<file path="src/rtl/triangle_wave_gen.sv">
// triangle_wave_gen: clamped up/down ramp between live limits; MClk clock, RstN async active-high reset, En enable, UpperLimit/LowerLimit/StepSize in, TWave registered out
module triangle_wave_gen #(
  parameter int BIT_WIDTH = 16
) (
  input  logic                 MClk,
  input  logic                 RstN,
  input  logic                 En,
  input  logic [BIT_WIDTH-1:0] UpperLimit,
  input  logic [BIT_WIDTH-1:0] LowerLimit,
  input  logic [BIT_WIDTH-1:0] StepSize,
  output logic [BIT_WIDTH-1:0] TWave
);
  typedef enum logic {UP, DOWN} dir_e;
  dir_e                 dir_q, dir_d;
  logic [BIT_WIDTH-1:0] wave_q, wave_d;
  logic [BIT_WIDTH:0]   sum_up, low_step;
  always_ff @(posedge MClk or posedge RstN)
    if (RstN) begin
      wave_q <= '0;
      dir_q  <= UP;
    end else begin
      wave_q <= wave_d;
      dir_q  <= dir_d;
    end
  always_comb begin
    sum_up   = {1'b0, wave_q} + {1'b0, StepSize};
    low_step = {1'b0, LowerLimit} + {1'b0, StepSize};
    wave_d   = wave_q;
    dir_d    = dir_q;
    if (En) begin
      if (UpperLimit <= LowerLimit || wave_q < LowerLimit) begin
        wave_d = LowerLimit;
        dir_d  = UP;
      end else if (wave_q > UpperLimit) begin
        wave_d = UpperLimit;
        dir_d  = DOWN;
      end else if (dir_q == UP) begin
        wave_d = sum_up >= {1'b0, UpperLimit} ? UpperLimit : sum_up[BIT_WIDTH-1:0];
        dir_d  = sum_up >= {1'b0, UpperLimit} ? DOWN : UP;
      end else begin
        wave_d = {1'b0, wave_q} <= low_step ? LowerLimit : wave_q - StepSize;
        dir_d  = {1'b0, wave_q} <= low_step ? UP : DOWN;
      end
    end
  end
  assign TWave = wave_q;
endmodule

</file>
<file path="config.mk">
export PLATFORM = sky130hd
export DESIGN_NAME = triangle_wave_gen
export DESIGN_NICKNAME = d
export VERILOG_FILES = /design/src/rtl/triangle_wave_gen.sv
export SDC_FILE = /design/constraint.sdc
export NUM_CORES = 1
export LEC_CHECK = 0
export BUFFER_PORTS_ARGS = -buffer_cell sky130_fd_sc_hd__clkbuf_2
export CAP_MARGIN = 15
export CORE_ASPECT_RATIO = 1.5
export CORE_MARGIN = 3
export CORE_UTILIZATION = 55
export CTS_CLUSTER_DIAMETER = 40
export DETAILED_ROUTE_END_ITERATION = 10
export PLACE_DENSITY_LB_ADDON = 0.15
export SYNTH_ARGS = -nofsm -noshare
export SYNTH_HDL_FRONTEND = slang
export SYNTH_SLANG_ARGS = --single-unit
</file>
<file path="constraint.sdc">
create_clock -name MClk -period 5.2 [get_ports MClk]
set_clock_uncertainty 0.1 [all_clocks]
set_input_delay 0.78 -clock MClk [delete_from_list [all_inputs] [get_ports MClk]]
set_output_delay 0.78 -clock MClk [all_outputs]
set_load 0.005 [all_outputs]
</file>
* Word-level counts from Yosys, hierarchy flattened
Cells that the tools add are included.
** Word-level totals
- Bits in registers :: 17
- Latch bits :: 0
- Memory bits (writable) :: 0
- ROM bits :: 0
- Input port bits :: 51
- Output and inout bits :: 16
- Logic and storage cells :: 21
- Memories kept :: 0
** Cells by class
- Add/subtract/negate cells :: 3
- Multiply operators :: 0
- Divide/modulo/power cells :: 0
- Magnitude comparators :: 5
- Eq/ne operators :: 0
- Shift operators :: 0
- Muxes and demuxes :: 10
- Bitwise logic cells :: 0
- Reduce and logical (&&, ||, !) cells :: 1
** Operator list (count)
- $mux 16 :: 5
- $add 16x16->17 :: 2
- $ge 17x16->1 :: 1
- $le 16x17->1 :: 1
- $gt 16x16->1 :: 1
- $le 16x16->1 :: 1
- $lt 16x16->1 :: 1
- $sub 16x16->16 :: 1
- $mux 1 :: 5
- $logic_or 1x1->1 :: 1

* Longest topological paths before layout
- Depth in word-level cells :: 6
- Mapped depth :: 21
- Depth with buffers taken out :: 20

* Least setup slack after synthesis
OpenSTA, ideal clock, no wires.
- Path type :: input to register
- Start :: in StepSize[0]
- End :: reg wave_q[14], in the netlist TWave[14]
- Setup time :: 122 ps
- Arrival time :: 4411 ps
- Required time :: 4978 ps
- Path slack :: 567 ps
- Stages on the path :: 18
- Buffers on the path :: 1
- Path through :: ha_1 fa_1 nor2b_1 o211a_1 o221a_4 a2111oi_1 nor2_1 xnor2_2 ha_1 o21ai_0 or2_2 a2111o_1 nor3b_1 o31ai_2 buf_6 mux2i_1 nand2_1 a32o_1
** On the way
- Cells in the longest elaborated chain, start to end :: 6
- Elaborated cells between the ends (all ways) :: 10
- Those cells by class :: 3 x add/sub; 2 x order compare; 5 x mux
** Ends and longest elaborated chain
- start: declaration :: line 10 : input logic [BIT_WIDTH-1:0] StepSize,
- $add 16x16->17 (on tied branches) :: line 26, 27
- $ge 17x16->1 / $le 16x17->1 (equally long branches) :: line 38, 41
- $mux 16 (on tied branches) :: line 38, 41
- $mux 16 * :: line 37 : end else if (dir_q == UP) begin
- $mux 16 * :: line 34 : end else if (wave_q > UpperLimit) begin
- $mux 16 * :: line 31 : if (UpperLimit <= LowerLimit || wave_q < LowerLimit) begin
- end signal: assignment :: line 22 : wave_q <= wave_d;
- end: declaration :: line 15 : logic [BIT_WIDTH-1:0] wave_q, wave_d;
Mark *: on every way between the ends. The rest lies on a longest branch, timed or not.
A chain may end at the register's enable or synchronous reset.

* Worst setup path after layout
- Start :: in StepSize[0]
- End :: reg wave_q[1], in the netlist TWave[1]
The elaborated chain is that of the path after synthesis.

==> impl_metrics.yaml <==
critical_path:
  rrSetupSlack_ps: 440
  r2r-end: "TWave[14]"
  cp.required_ps: 5270
  endpoint_kind: "flop"
  crit_type: "primary input to flop"
  cp_slowest_cell: "a311oi_1"
  reg2regPathDepth: 18
  cp_cell_sequence: "clkbuf_2 > ha_1 > fa_1 > a211oi_1 > o21ai_0 > a31oi_1 > o21bai_1 > a21oi_1 > xor2_1 > ha_1 > nand4_1 > a311oi_1 > o211ai_1 > a41oi_2 > buf_4 > mux2_2 > a21oi_1 > o22ai_1 > o221ai_1"
  crit_buf_inv: 2
  critPathLaunchType: "primary input"
  cp_max_fo: 9
  reg2reg_from: "TWave[0]"
  crit_family: "compound AO/OA/AOI/OAI gates"
  crit_arrival_ps: 5030
  critPathMaxStageDelay_ps: 460
run_status:
  status: "finished clean"
power:
  p_leak_nw: 2.95
  power_density_mw_per_mm2: 284
  ir_drop_uv: 183
  p_total_w: 0.00167
cells_and_area:
  multi_input_area_mm2: 0.00451
  drive_gt1_share_pct: 14.6
  most-common-layout-cells: "ha_1, a21oi_1, inv_1, clkbuf_2, nor2_1"
  layout_commonest_cell: "ha_1"
  area_growth_pct: 11.9
  insertedDiodeCount: 0
  area.sequential_um2: 425
  fillers: 881
  final_cells: 879
  nets: 948
yosys:
  synth_warnings: 0
  avgSynthCellArea_um2: 7.57
  ys_ff_latch: 17
  synth-edff-count: 0
  seq_area_frac_synth_pct: 8.07
  ys_top_cells_by_area: "ha_1, dfrtp_1, a21oi_1"
  synthArstFlopShare_pct: 100
  synth_cell_types: 71
  syn_area_mm2: 0.00527
  yosys.area.top_type: "ha_1"
  synth_ff_type: "dfrtp_1"
  synth_nets: 876
  synth_cells: 696
  netlist.area_leader.share_pct: 29.9
timing:
  fmax_ghz: 0.202
  timing.final.crit_share_pct: 95.4
  rsz0062_at_grt: "no"
  slew_violations: 0
  slew_headroom_pct: 20.1
  finalHoldViolations: 0
  worst_hold_slack_ps: 521
  worst_pin_slew_ps: 1190
  fin_setup_tns_ps: 0
  finalSetupViolations: 0
  min_period_ps: 4960
floorplanning:
  die_area_mm2: 0.0108
  coreArea_mm2: 0.00931
  die_w_um: 85.9
  die_h_um: 126
  fp-row-count: 43
  start_util_pct: 56.6
  io_pins: 67
drt:
  drtIter0Drc: 279
  wl_per_cell_um: 19.6
  wl_um: 17200
  route.detailed.drc: 0
  ant_nets: 0
  vias: 5517
  viasPerCell: 6.28
  dr.pass1.iters: 6
cts:
  cts_made_buffers: 3
  clock_latency_ps: 260
  cts_setup_buffers: 0
  hold_buffers: 0
  cts_tree: "built"
  cts_sinks: 17
  cts_root_buf: "clkbuf_16"
  h-tree-depth: 1
  cts.clk_slew.worst_paths_ps: 60
  clock_path_buffers: 2
job:
  maxCapViolations: 0
global_routing:
  grt_pass1_vias: 5377
  grt_start_max_net_pins: 25
  antenna_found_initial: 0
  grt_pass1_wl_um: 27100
  grt_usage_pct: 31.9
  overflow: 0
hold_path:
  min_path_type: "primary input to async pin"
placement:
  io_buffers: 66
  gp_congestion: 0.966
  dpl.cell_count: 875
  hpwl_um: 15000
==> state kept, by name, indices dropped and copies added (netlist names) <==
register	flops
TWave	16
dir_q	1
==> kinds of logic after synthesis <==
| logic type | Yosys count | share of synthesized area, % |
|---|---|---|
| simple gates | 193 | 18.5 |
| compound gates | 226 | 28.2 |
| buf+inv | 88 | 6.65 |
| xor+xnor | 34 | 5.79 |
| fa+ha+maj | 129 | 31.0 |
| flops | 17 | 8.07 |
| mux | 9 | 1.73 |
==> what timing repair did <==
| action | CTS | global route |
|---|---|---|
| resized for setup | 0 | 3 |
| setup endpoints to repair | 0 | 6 |
| endpoints found under the hold margin | 0 | 0 |
==> per-layer routing <==
metal	vias up	track usage (%)	routed length (um)
met5	-	0	0
li1	2714	-	-
met1	2524	35.2	6400
met3	67	3.01	746
met4	0	17.9	1140
met2	212	58.2	8970
==> where the power goes <==
group / switching (W) / internal (W) / total (W) / leakage [nW]
combinational: 0.000754 / 0.000547 / 0.00130 / 2.71
clock: 0.0000569 / 0.000103 / 0.000160 / 0.0409
sequential: 0.0000577 / 0.000155 / 0.000213 / 0.201
total: 0.000868 / 0.000806 / 0.00167 / 2.95
==> cell type report <==
| class | count | area share, % |
|---|---|---|
| clock buffers | 3 | 1.27 |
| clock inverters | 1 | 0.0848 |
| inverters | 67 | 4.26 |
| multi-input cells | 591 | 76.4 |
| flip-flops and latches | 17 | 7.21 |
| well taps | 112 | 2.38 |
| repair buffers | 88 | 8.40 |
==> synthesized netlist by cell type (4+ instances only) <==
cell	count
ha_1	126
a21oi_1	75
inv_1	66
nor2_1	45
nand2_1	40
o21ai_0	40
nor3_1	24
xnor2_1	24
nand3_1	18
dfrtp_1	17
a21o_1	15
nor2b_1	15
o211ai_1	15
clkbuf_1	14
nand2b_1	12
xor2_1	9
a211oi_1	8
mux2i_1	8
nand4_1	7
o31ai_1	7
a221oi_1	6
and4_1	6
o21a_1	6
o21ai_1	6
a31oi_1	5
o21bai_1	5
or3_1	5
and3_1	4
buf_2	4
o22ai_1	4
or2_2	4
==> worst max-delay path by stage <==
stage | startpoint | endpoint | slack (ps) | cells past startpoint
2_1_floorplan | StepSize[0] | TWave[14] | 570 | 18
4_1_cts | StepSize[0] | TWave[0] | 230 | 19
6_report | StepSize[0] | TWave[1] | 240 | 19
5_1_grt | StepSize[0] | TWave[14] | 30 | 19
3_5_place_dp | StepSize[0] | TWave[0] | -30 | 19
3_3_place_gp | StepSize[0] | TWave[0] | 60 | 19
==> through the flow <==
step | instance area, um^2 | worst slack (ps) | utilization (%)
floorplan | 5270 | 567 | -
global placement | 5810 | 60.5 | 62.4
detailed placement | 5810 | -28.9 | 62.4
CTS | 5890 | 228 | 63.3
global route | 5900 | 32.0 | 63.4
finish | 5900 | 240 | 63.4
==> worst register-to-register path: cells and delay by family, from the launching register on <==
kind / cells / cell delay (ps)
buffers and inverters: 1 / 220
multiplexers: 1 / 200
XOR/XNOR: 1 / 170
adder cells (fa/ha/maj): 3 / 940
AO/OA/AOI/OAI: 7 / 1720
flip-flops: 1 / 440
AND/OR/NAND/NOR: 5 / 830
Note: power is estimated with default switching activity, not from simulation.
